<file path="src/rtl/user_pkg.sv">
// User-domain shared definitions: manager count and manager index map.
// The user subordinate address map is defined elsewhere and is not touched here.
package user_pkg;

   // Number of OBI managers living in the user domain.
   localparam int unsigned NumUserDomainManagers = 1;

   // Manager index of each user-domain manager on the crossbar.
   typedef enum int unsigned {
      UserDma = 0
   } user_manager_idx_e;

   // Byte enable used for full 32-bit word accesses.
   localparam logic [3:0] DmaBeFull = 4'hF;

endpackage

</file>
<file path="src/rtl/user_dma_mgr.sv">
// User DMA manager: copies len_i 32-bit words from src_addr_i to dst_addr_i
// over a single OBI manager port, one transaction outstanding at a time,
// strictly alternating read then write for each word.
module user_dma_mgr
   import user_pkg::*;
#(
   parameter int unsigned AddrWidth = 32,
   parameter int unsigned DataWidth = 32,
   parameter int unsigned LenWidth  = 16
) (
   input  logic                 clk_i,
   input  logic                 rst_i,
   // control
   input  logic                 start_i,
   input  logic [AddrWidth-1:0] src_addr_i,
   input  logic [AddrWidth-1:0] dst_addr_i,
   input  logic [LenWidth-1:0]  len_i,
   output logic                 busy_o,
   output logic                 done_o,
   output logic                 error_o,
   // OBI manager
   output logic                 req_o,
   input  logic                 gnt_i,
   output logic [AddrWidth-1:0] addr_o,
   output logic                 we_o,
   output logic [3:0]           be_o,
   output logic [DataWidth-1:0] wdata_o,
   input  logic                 rvalid_i,
   input  logic [DataWidth-1:0] rdata_i,
   input  logic                 err_i
);

   typedef enum logic [2:0] {
      IDLE,
      RD_REQ,
      RD_RSP,
      WR_REQ,
      WR_RSP,
      DONE
   } state_e;

   localparam logic [AddrWidth-1:0] WordStep = AddrWidth'(4);
   localparam logic [LenWidth-1:0]  LastWord = LenWidth'(1);

   state_e               state_q, state_d;
   logic [AddrWidth-1:0] src_q, src_d;
   logic [AddrWidth-1:0] dst_q, dst_d;
   logic [LenWidth-1:0]  cnt_q, cnt_d;
   logic [DataWidth-1:0] buf_q, buf_d;
   logic                 err_q, err_d;

   // State and datapath registers; reset clears everything so stale
   // transfer context can never leak into the next launch.
   always_ff @(posedge clk_i or posedge rst_i) begin
      if (rst_i) begin
         state_q <= IDLE;
         src_q   <= '0;
         dst_q   <= '0;
         cnt_q   <= '0;
         buf_q   <= '0;
         err_q   <= 1'b0;
      end else begin
         // NOTE: non-blocking assignments so every register samples the
         // pre-edge value of the others, independent of statement order.
         state_q <= state_d;
         src_q   <= src_d;
         dst_q   <= dst_d;
         cnt_q   <= cnt_d;
         buf_q   <= buf_d;
         err_q   <= err_d;
      end
   end

   // Next-state and OBI output decode; the bus is driven only in request
   // states and is all-zero otherwise.
   always_comb begin
      // NOTE: every output of this block gets a default first, so no path
      // through the case statement can leave one unassigned and infer a latch.
      state_d = state_q;
      src_d   = src_q;
      dst_d   = dst_q;
      cnt_d   = cnt_q;
      buf_d   = buf_q;
      err_d   = err_q;
      req_o   = 1'b0;
      we_o    = 1'b0;
      be_o    = 4'h0;
      addr_o  = '0;
      wdata_o = '0;
      done_o  = 1'b0;

      unique case (state_q)
         IDLE: begin
            if (start_i) begin
               src_d   = {src_addr_i[AddrWidth-1:2], 2'b00};
               dst_d   = {dst_addr_i[AddrWidth-1:2], 2'b00};
               cnt_d   = len_i;
               err_d   = 1'b0;
               state_d = (len_i == '0) ? DONE : RD_REQ;
            end
         end

         RD_REQ: begin
            req_o  = 1'b1;
            be_o   = DmaBeFull;
            addr_o = src_q;
            if (gnt_i) state_d = RD_RSP;
         end

         RD_RSP: begin
            if (rvalid_i) begin
               if (err_i) begin
                  err_d   = 1'b1;
                  state_d = DONE;
               end else begin
                  buf_d   = rdata_i;
                  state_d = WR_REQ;
               end
            end
         end

         WR_REQ: begin
            req_o   = 1'b1;
            we_o    = 1'b1;
            be_o    = DmaBeFull;
            addr_o  = dst_q;
            wdata_o = buf_q;
            if (gnt_i) state_d = WR_RSP;
         end

         WR_RSP: begin
            if (rvalid_i) begin
               if (err_i) begin
                  err_d   = 1'b1;
                  state_d = DONE;
               end else begin
                  src_d   = src_q + WordStep;
                  dst_d   = dst_q + WordStep;
                  cnt_d   = cnt_q - LastWord;
                  state_d = (cnt_q == LastWord) ? DONE : RD_REQ;
               end
            end
         end

         DONE: begin
            done_o  = 1'b1;
            state_d = IDLE;
         end

         default: state_d = IDLE;
      endcase
   end

   assign busy_o  = (state_q != IDLE);
   assign error_o = err_q;

endmodule

</file>
<file path="config.mk">
export PLATFORM = sky130hd
export DESIGN_NAME = user_dma_mgr
export DESIGN_NICKNAME = d
export VERILOG_FILES = /design/src/rtl/user_pkg.sv /design/src/rtl/user_dma_mgr.sv
export SDC_FILE = /design/constraint.sdc
export NUM_CORES = 1
export LEC_CHECK = 0
export ABC_AREA = 1
export CORE_UTILIZATION = 51
export CTS_CLUSTER_SIZE = 12
export DETAILED_ROUTE_END_ITERATION = 12
export PLACE_DENSITY = 0.79
export SLEW_MARGIN = 30
export SYNTH_ARGS = -nofsm -noshare
export SYNTH_HDL_FRONTEND = slang
export SYNTH_SLANG_ARGS = --single-unit
</file>
<file path="constraint.sdc">
create_clock -name clk_i -period 5.75 [get_ports clk_i]
set_clock_uncertainty 0.1 [all_clocks]
set_input_delay 1.4375 -clock clk_i [delete_from_list [all_inputs] [get_ports clk_i]]
set_output_delay 1.4375 -clock clk_i [all_outputs]
set_load 0.05 [all_outputs]
</file>
==> metrics <==
Setup Viol. Count Final 0; number of diodes 0; Die Wd 125.9 um; final number of hold-violating endpoints 0; Buf/Inv on CP 2; hold_buf cts 0; Area growth syn-to-layout 26.73%; fraction of registers with async set/reset between 90% and 100%; synthesized area per cell a little over 6 um2; clk sink count about 110; Worst Setup Slack, final roughly 1.2 ns; Final Slew Violations 0; Port Buffer Count 184; status completed; Detailed Route Iter0 Violations 823; Cell Chain, Critical Path inv_2 -> nor2_4 -> nand2_2 -> o21ai_0 -> clkdlybuf4s50_1; switching power 2.882 mW; sw frac between 50 and 60%; gpl congestion 0.9486; # rows 44; # Max-Cap Violations 0; Flop pwr share between 20 and 30%; Pwr Density approximately 540 nW/um2; relative slew slack about 39%; residual DRC count 0; die height 125.9 um; remaining global-route overflow 0; largest net degree at the start of global routing between 100 and 150; pre-CTS setup slack 1.627 ns; Setup crit end kind output port; Clk pwr share about 12%; Synth Flop Type dfrtp_1; leakage ~4.5 nW; Syn Std Cell Area between 7000 and 8000 um2; Pint ~2.5 mW; worst slew pin tran between 0.9 and 1 ns; Worst-Skew Late Latency around 0.37 ns; first-pass GRT wire length slightly below 40000 um; share of layout cells above drive strength 1 3.475%; Die ar. ~16000 um2; CP max stage cell clkdlybuf4s50_1; area leader, netlist dfrtp_1; critical path's top delay family buffers and inverters; setup TNS 0 ns; CTS buffer count 9; Post-Syn Instances between 1k and 1.5k; DR vias/cell 5.346; synthesis-stage register bit count roughly 110; CTS clock-pin slew for the worst setup and hold paths ~0.090 ns; Post-CTS Resized 0; CTS H-tree depth 3; sequential area share after synthesis around 36%; Tot GR Track Use a little under a third; synthesis warning total 0; slowest cell delay on critical path ~0.90 ns; Pre-antenna DRT Iters 6; Tmin final ~4.6 ns; wirelength, routed approximately 24000 um; CTS tree yes; Startpoint Class flop; drt wl/cell 14.99 um; peak supply drop ~0.64 mV; Hold Crit Class flop to flop; Critical Path AT a little over 3 ns; unrepaired setup endpoints after global routing false; Crit Path Max Fanout 37; core area 14750 um2; worst-case clock buffer depth 2; Vias approximately 8.5k; Comb power frac roughly 60%; Starting Density approximately 53%; Cell variety after synth 36; WP data required roughly 4.2 ns; ranking of synthesized cells by area dfrtp_1 (36%), nand2_1 (17%), nor2_1 (13%); Top-Level Pins roughly 190; fin nets 1527; Final period util approximately four fifths; vias in the first global route 7961; Max Clk Rate approximately 0.22 GHz; Final ANT Viol Nets 0; CP Class flop to output port; top-area cell type share of the netlist area between 30% and 40%; CTS root buf clkbuf_16; DP HPWL 17370 um; number of flops mapped to enable cells by yosys 0; setup bufs post-CTS 0; antenna violations before repair 0
[worst register-to-register path: stages (launching register included)]
cell and delay, ns:
dfrtp_1 0.50, nor2_4 0.19, nand2_2 0.11, inv_2 0.07, nand2_2 0.06, nand2_4 0.63, inv_4 0.47, nor2_1 0.37
o21ai_0 0.14, nand2_1 0.09
[layer usage]
metal / global-route usage, % / part of all wire [%] / up-vias
met5: 0 / 0 / -
met4: 7.158 / 1.8 / 0
met3: 7.647 / 8.7 / 26
met2: 50.00 / 45 / 343
met1: 42.92 / 44 / 3906
li1: - / - / 4246
[synth_stat cells, drive strengths merged, types with 5 or more instances]
cell	count
nand2	368
nand4	7
o21ai	78
dfrtp	112
buf	40
or2	12
a21oi	62
o22ai	29
nor3	5
nor2	284
inv	137
clkbuf	14
nand3	82
[area by class of cell]
class                      instances  area (um2)
tap                              184       230.2
clock inverter                     7       70.07
timing repair buffer             189        1892
multi-input combinational        956        4178
inverter                         137       520.5
fill                            1340        4836
clock buffer                       9       225.2
sequential                       112        2803
[power groups by stage]
stage	logic (mW)	registers (mW)	clock network (mW)
6_report	3.19	1.51	0.645
3_3_place_gp	3.12	1.50	0
4_1_cts	3.18	1.49	0.649
3_5_place_dp	3.16	1.50	0
5_1_grt	3.49	1.55	0.683
2_1_floorplan	2.32	1.41	0
[cell usage in the layout, fill, tap and decap left out, drive strengths merged, types with 2 or more instances in the layout]
cell,n
a21oi,62
a22oi,2
a31oi,4
a32o,3
buf,5
clkbuf,9
clkdlybuf4s50,184
clkinv,4
conb,2
dfrtp,112
ha,4
inv,140
nand2,368
nand3,82
nand3b,3
nand4,7
nor2,284
nor3,5
o21a,3
o21ai,78
o22ai,29
or2,12
xor2,4
[worst paths after layout]
check,startpoint,to,slack (ns),depth (start not counted)
min,cnt_q[15],cnt_q[15],0.41,2
min reg2reg,cnt_q[15],cnt_q[15],0.41,2
max reg2reg,state_q[0],dst_q[11],2.96,9
max,state_q[1],addr_o[10],1.15,5
min in group asynchronous,rst_i,buf_q[11],1.36,2
max in group asynchronous,rst_i,cnt_q[6],3.26,3
[state kept, by name (all words and copies together) (netlist names)]
signal / cells
src_q: 30
dst_q: 30
cnt_q: 16
error_o: 1
buf_q: 32
state_q: 3
[per-stage QoR]
| stage | total power [mW] | instances | hold slack [ns] | utilization [%] | cell area, um2 |
|---|---|---|---|---|---|
| after CTS | 5.323 | 1594 | 0.4112 | 67.22 | 9918 |
| after global routing | 5.725 | 1594 | 0.4327 | 67.22 | 9918 |
| after global placement | 4.619 | 1578 | 0.3768 | 65.19 | 9618 |
| final | 5.342 | 1594 | 0.4117 | 67.22 | 9918 |
| after floorplan | 3.735 | 1259 | 0.3588 | - | 7830 |
| after detailed placement | 4.667 | 1578 | 0.3901 | 65.22 | 9623 |
[logic make-up after synthesis]
| family | share of synthesized area [%] |
|---|---|
| simple gates | 39.26 |
| buf+inv | 10.95 |
| compound gates | 12.73 |
| flops | 35.81 |
| xor+xnor | 0.5595 |
| fa+ha+maj | 0.6395 |
| other cells | 0.04792 |
Power figures use the tool's default switching activity.
